**config.mk**
```make
export PLATFORM = sky130hd
export DESIGN_NAME = regfile_write_port
export DESIGN_NICKNAME = d
export VERILOG_FILES = /design/src/rtl/regfile_write_port.sv
export SDC_FILE = /design/constraint.sdc
export NUM_CORES = 1
export LEC_CHECK = 0
export BUFFER_PORTS_ARGS = -buffer_cell sky130_fd_sc_hd__buf_2
export CORE_ASPECT_RATIO = 1.2
export CORE_MARGIN = 2
export CORE_UTILIZATION = 56
export CTS_BUF_LIST = sky130_fd_sc_hd__clkbuf_8
export CTS_CLUSTER_SIZE = 8
export DETAILED_ROUTE_END_ITERATION = 8
export MAX_ROUTING_LAYER = met4
export PLACE_DENSITY = 0.84
export SYNTH_ARGS = -nofsm -noshare
export SYNTH_HDL_FRONTEND = slang
export SYNTH_SLANG_ARGS = --single-unit
export TNS_END_PERCENT = 1
```
**constraint.sdc**
```tcl
create_clock -name clk -period 3.6 [get_ports clk]
set_input_delay 0.72 -clock clk [delete_from_list [all_inputs] [get_ports clk]]
set_output_delay 0.72 -clock clk [all_outputs]
set_load 0.02 [all_outputs]
```
**src/rtl/regfile_write_port.sv**
```systemverilog
// regfile_write_port: merges pipeline writeback and a buffered mul/div result stream onto one register-file write port.
// Optional forwarding lookup is compiled in when WB_FWD_EN is defined.
module regfile_write_port #(
  parameter int DEPTH  = 4,
  parameter int DATA_W = 32,
  parameter int ADDR_W = 5
) (
  input  logic                     clk,
  input  logic                     reset,
  input  logic                     wb_valid,
  input  logic [ADDR_W-1:0]        wb_addr,
  input  logic [DATA_W-1:0]        wb_data,
  input  logic                     md_valid,
  output logic                     md_ready,
  input  logic [ADDR_W-1:0]        md_addr,
  input  logic [DATA_W-1:0]        md_data,
  output logic                     RegWrite,
  output logic [ADDR_W-1:0]        write_addr,
  output logic [DATA_W-1:0]        write_data,
  input  logic [ADDR_W-1:0]        fwd_addr_1,
  input  logic [ADDR_W-1:0]        fwd_addr_2,
  output logic                     fwd_hit_1,
  output logic                     fwd_hit_2,
  output logic [DATA_W-1:0]        fwd_data_1,
  output logic [DATA_W-1:0]        fwd_data_2,
  output logic [$clog2(DEPTH):0]   fifo_count
);
  localparam int PW = $clog2(DEPTH);
  localparam int CW = PW + 1;

  logic [ADDR_W-1:0] addr_q [DEPTH];
  logic [DATA_W-1:0] data_q [DEPTH];
  logic [DEPTH-1:0]  vld_q, vld_d;
  logic [PW-1:0]     rd_ptr_q, wr_ptr_q;
  logic [CW-1:0]     count_q, count_d;
  logic              reg_write_q;
  logic [ADDR_W-1:0] write_addr_q;
  logic [DATA_W-1:0] write_data_q;
  logic              wb_issue, push, pop, head_vld;

  assign md_ready = count_q < CW'(DEPTH);
  assign wb_issue = wb_valid && (wb_addr != '0);
  assign push     = md_valid && md_ready && (md_addr != '0);
  assign pop      = !wb_issue && (count_q != '0);
  assign head_vld = vld_q[rd_ptr_q];
  assign count_d  = count_q + CW'(push) - CW'(pop);

  // A same-cycle push is applied after the cancel so the newer md result survives.
  always_comb begin
    vld_d = vld_q;
    for (int i = 0; i < DEPTH; i++)
      if (wb_issue && addr_q[i] == wb_addr) vld_d[i] = 1'b0;
    if (pop) vld_d[rd_ptr_q] = 1'b0;
    if (push) vld_d[wr_ptr_q] = 1'b1;
  end

  always_ff @(posedge clk) begin
    if (reset) begin
      vld_q        <= '0;
      rd_ptr_q     <= '0;
      wr_ptr_q     <= '0;
      count_q      <= '0;
      reg_write_q  <= 1'b0;
      write_addr_q <= '0;
      write_data_q <= '0;
    end else begin
      vld_q       <= vld_d;
      count_q     <= count_d;
      reg_write_q <= wb_issue || (pop && head_vld);
      if (push) begin
        addr_q[wr_ptr_q] <= md_addr;
        data_q[wr_ptr_q] <= md_data;
        wr_ptr_q         <= wr_ptr_q + PW'(1);
      end
      if (pop) rd_ptr_q <= rd_ptr_q + PW'(1);
      if (wb_issue) begin
        write_addr_q <= wb_addr;
        write_data_q <= wb_data;
      end else if (pop && head_vld) begin
        write_addr_q <= addr_q[rd_ptr_q];
        write_data_q <= data_q[rd_ptr_q];
      end
    end
  end

  assign RegWrite   = reg_write_q;
  assign write_addr = write_addr_q;
  assign write_data = write_data_q;
  assign fifo_count = count_q;

`ifdef WB_FWD_EN
  // Walk oldest to newest so the last match (newest pending write) wins; popped slots are always invalid.
  function automatic logic [DATA_W:0] lookup(input logic [ADDR_W-1:0] a);
    logic [DATA_W:0] r;
    logic [PW-1:0]   idx;
    r = (reg_write_q && write_addr_q == a) ? {1'b1, write_data_q} : '0;
    for (int k = 0; k < DEPTH; k++) begin
      idx = rd_ptr_q + PW'(k);
      if (vld_q[idx] && addr_q[idx] == a) r = {1'b1, data_q[idx]};
    end
    return (a == '0) ? '0 : r;
  endfunction

  always_comb begin
    {fwd_hit_1, fwd_data_1} = lookup(fwd_addr_1);
    {fwd_hit_2, fwd_data_2} = lookup(fwd_addr_2);
  end
`else
  logic unused_fwd;
  assign unused_fwd = ^{fwd_addr_1, fwd_addr_2};
  assign fwd_hit_1  = 1'b0;
  assign fwd_hit_2  = 1'b0;
  assign fwd_data_1 = '0;
  assign fwd_data_2 = '0;
`endif
endmodule

```
==> results by group <==
Status
  – Status: complete, no violations

Synth
  – Post-Syn Instances: 588
  – Syn_area_per_cell: 14.6 um2
  – Seq cells post-synth: 199
  – Post-Synth Simple-Gate Area: 0.109
  – Largest family of logic cells by synthesized area: simple AND/OR/NAND/NOR gates
  – Mapped Area: about 8600 um2
  – Synth unique cells: 36
  – Sequential share of the synthesized area: 0.638
  – Ys Warns: 0
  – XOR/XNOR share of the synthesized area: 0.0235
  – Adder-cell share of the synthesized area: 0.0155
  – Compound-Gate Fraction of Synth Area: 0.0168
  – Mux share of post-synthesis cell area: 0.105

Global route
  – Antenna violations before repair: 0
  – Total gr overflow: 0
  – Pin count of the biggest net entering global routing: 53
  – First-pass GRT wire length: 28100 um
  – Vias in the first global route: 5341
  – Total GRT Usage: 0.240

Clock tree
  – Sink Count: 199
  – Maximum clock path buffer count: 2
  – Worst skew pair latency: about 470 ps
  – H-tree Lvls: 4
  – Setup Buffers After CTS: 0
  – Post-cts resize count: 0
  – CTS Buf Count: 17
  – Hold_buf cts: 0
  – CTS clk-pin slew, worst paths: 120 ps
  – CTS tree: yes
  – CTS root buf: clkbuf_8

Finish
  – Antenna diodes: 0
  – Fillers: between 1k and 1.5k
  – Commonest non-fill, non-tap cell in the layout: edfxtp_1
  – Share of cells above drive strength 1: 0.302
  – Most frequent cells in the layout: 148 x edfxtp_1, 119 x buf_2, 72 x nor4_1
  – Synthesis-to-layout area growth: 10.2%
  – Nets@finish: 790
  – Design area: 9440 um2

Pwr
  – Leak pwr: 3.38 nW
  – Peak supply drop: between 0.0003 and 0.0004 V
  – Pwr Density: 580 nW/um2

Setup path
  – CP Data Required Time: 3940 ps
  – Critical path class: input pin to flip-flop
  – Critical path peak fanout: 5
  – Worst R2R Setup Slack: 1350 ps
  – Length in cells of the worst reg-to-reg path: 9
  – Critical Path Sink Type: flip-flop
  – Worst EP arrival: 2950 ps
  – CP Launch Type: input pin

Placement
  – PortBufs: 119
  – Post-DP Area: approximately 9100 um2
  – DP HPWL: 11400 um
  – GP Congestion: 0.857

Hold path
  – Worst hold path depth: 1
  – HP Class: input pin to flip-flop

Floorplan
  – Die X: 117 um
  – Io pins: just under 200
  – Row count: 49
  – Placeable core region: ~15000 um2
  – Die area: between 15000 and 20000 um2
  – Die H: 139 um
  – Starting Density: 0.573

Detailed routing
  – 1st-iter DRT viols: between 400 and 500
  – Detailed-route wire length per cell: roughly 20 um
  – Via density: 5.71
  – DRC Markers: 0
  – Routed via count: 5193
  – Post-route ant nets: 0
  – Drt first pass iters: 5
  – Final wirelength: 18000 um

STA
  – Final Max Slew Viols: 0
  – Count of final setup violators: 0
  – Slew margin rel.: 0.309
  – RSZ-0062 raised after global routing: no
  – Min cycle time layout: around 2600 ps
  – Worst clock skew: roughly 18 ps
  – Setup_tns: 0 ps
  – Period utilization: 0.726
  – Hold Fails Final Rpt: 0
  – Worst-Margin Slew: 1040 ps
  – Maximum clock rate: ~380 MHz

Run
  – Max-cap violation count: 0
## synth_stat cells, drive strengths merged
| library cell | instances | area (um2) |
|---|---|---|
| dfxtp | 51 | 1020 |
| o21a | 1 | 7.51 |
| nor2b | 1 | 6.26 |
| mux2i | 2 | 20.0 |
| nor2 | 43 | 161 |
| mux4 | 39 | 878 |
| xor2 | 12 | 105 |
| and2 | 5 | 31.3 |
| edfxtp | 148 | 4440 |
| ha | 9 | 113 |
| a21oi | 5 | 25.0 |
| nor3 | 41 | 205 |
| nand3 | 2 | 10.0 |
| o31ai | 1 | 7.51 |
| fa | 1 | 20.0 |
| or4 | 2 | 18.8 |
| a311oi | 4 | 35.0 |
| a22o | 4 | 35.0 |
| xnor2 | 11 | 96.3 |
| clkbuf | 27 | 101 |
| and3 | 1 | 6.26 |
| inv | 10 | 37.5 |
| or2 | 1 | 6.26 |
| conb | 1 | 3.75 |
| or3 | 1 | 6.26 |
| buf | 84 | 648 |
| o21ai | 3 | 26.3 |
| nand4 | 4 | 25.0 |
| o211ai | 1 | 7.51 |
| nand3b | 1 | 7.51 |
| nor4 | 72 | 450 |
## worst max-delay path, stage by stage
cell	delay, ps
buf_2	130
or4_1	590
o211ai_1	230
and3_1	230
or2_1	120
ha_1	140
inv_1	50
fa_1	370
xnor2_1	180
xnor2_1	140
nor2_1	50
## registers in the layout, indices dropped and copies added (netlist names), named ones only
register,flops
RegWrite,1
addr_q,20
data_q,128
fifo_count,3
rd_ptr_q,2
vld_q,4
wr_ptr_q,2
write_addr,5
write_data,32
## cell type report
cell class / instances / area, um2 / share of cell area
clock inverter: 15 / 139 / 0.0147
sequential: 199 / 5470 / 0.579
inverter: 10 / 37.5 / 0.00398
clock buffer: 17 / 234 / 0.0248
multi-input combinational: 333 / 2570 / 0.272
tap: 204 / 255 / 0.0270
timing repair buffer: 131 / 736 / 0.0779
## routing by layer
| metal | global-route usage | part of all wire | vias to the layer above |
|---|---|---|---|
| li1 | - | - | 2322 |
| met1 | 0.291 | 0.39 | 2572 |
| met2 | 0.385 | 0.52 | 265 |
| met3 | 0.0645 | 0.073 | 34 |
| met4 | 0.0879 | 0.022 | 0 |
| met5 | - | 0 | - |
## logic make-up (layout without fill, tap and decap cells)
group / count (synthesis) / in the layout
other cells: 1 / 66
flops: 199 / 199
fa+ha+maj: 10 / 10
simple gates: 174 / 174
mux: 41 / 41
buf+inv: 121 / 173
compound gates: 19 / 19
xor+xnor: 23 / 23
## metrics by stage
stage	total power [mW]	instances	utilization	setup slack, ps	hold WS (ps)
floorplan	3.84	653	-	630	518
global placement	4.12	877	0.606	599	537
detailed placement	4.19	877	0.606	520	547
CTS	5.50	909	0.631	1020	426
global route	5.72	909	0.631	900	419
finish	5.48	909	0.631	988	457
## worst paths after layout
check | startpoint | end
max | md_addr[0] | fifo_count[2]
min | md_data[16] | data_q[3][16]
max reg2reg | fifo_count[1] | fifo_count[2]
min reg2reg | write_addr[1] | write_addr[1]
## power breakdown
part / total [mW] / switching [mW] / internal [mW] / leakage [nW]
registers: 2.78 / 0.131 / 2.65 / 1.76
clock network: 1.34 / 0.831 / 0.513 / 0.194
logic: 1.35 / 0.838 / 0.511 / 1.42
Note: power is estimated with default switching activity, not from simulation.
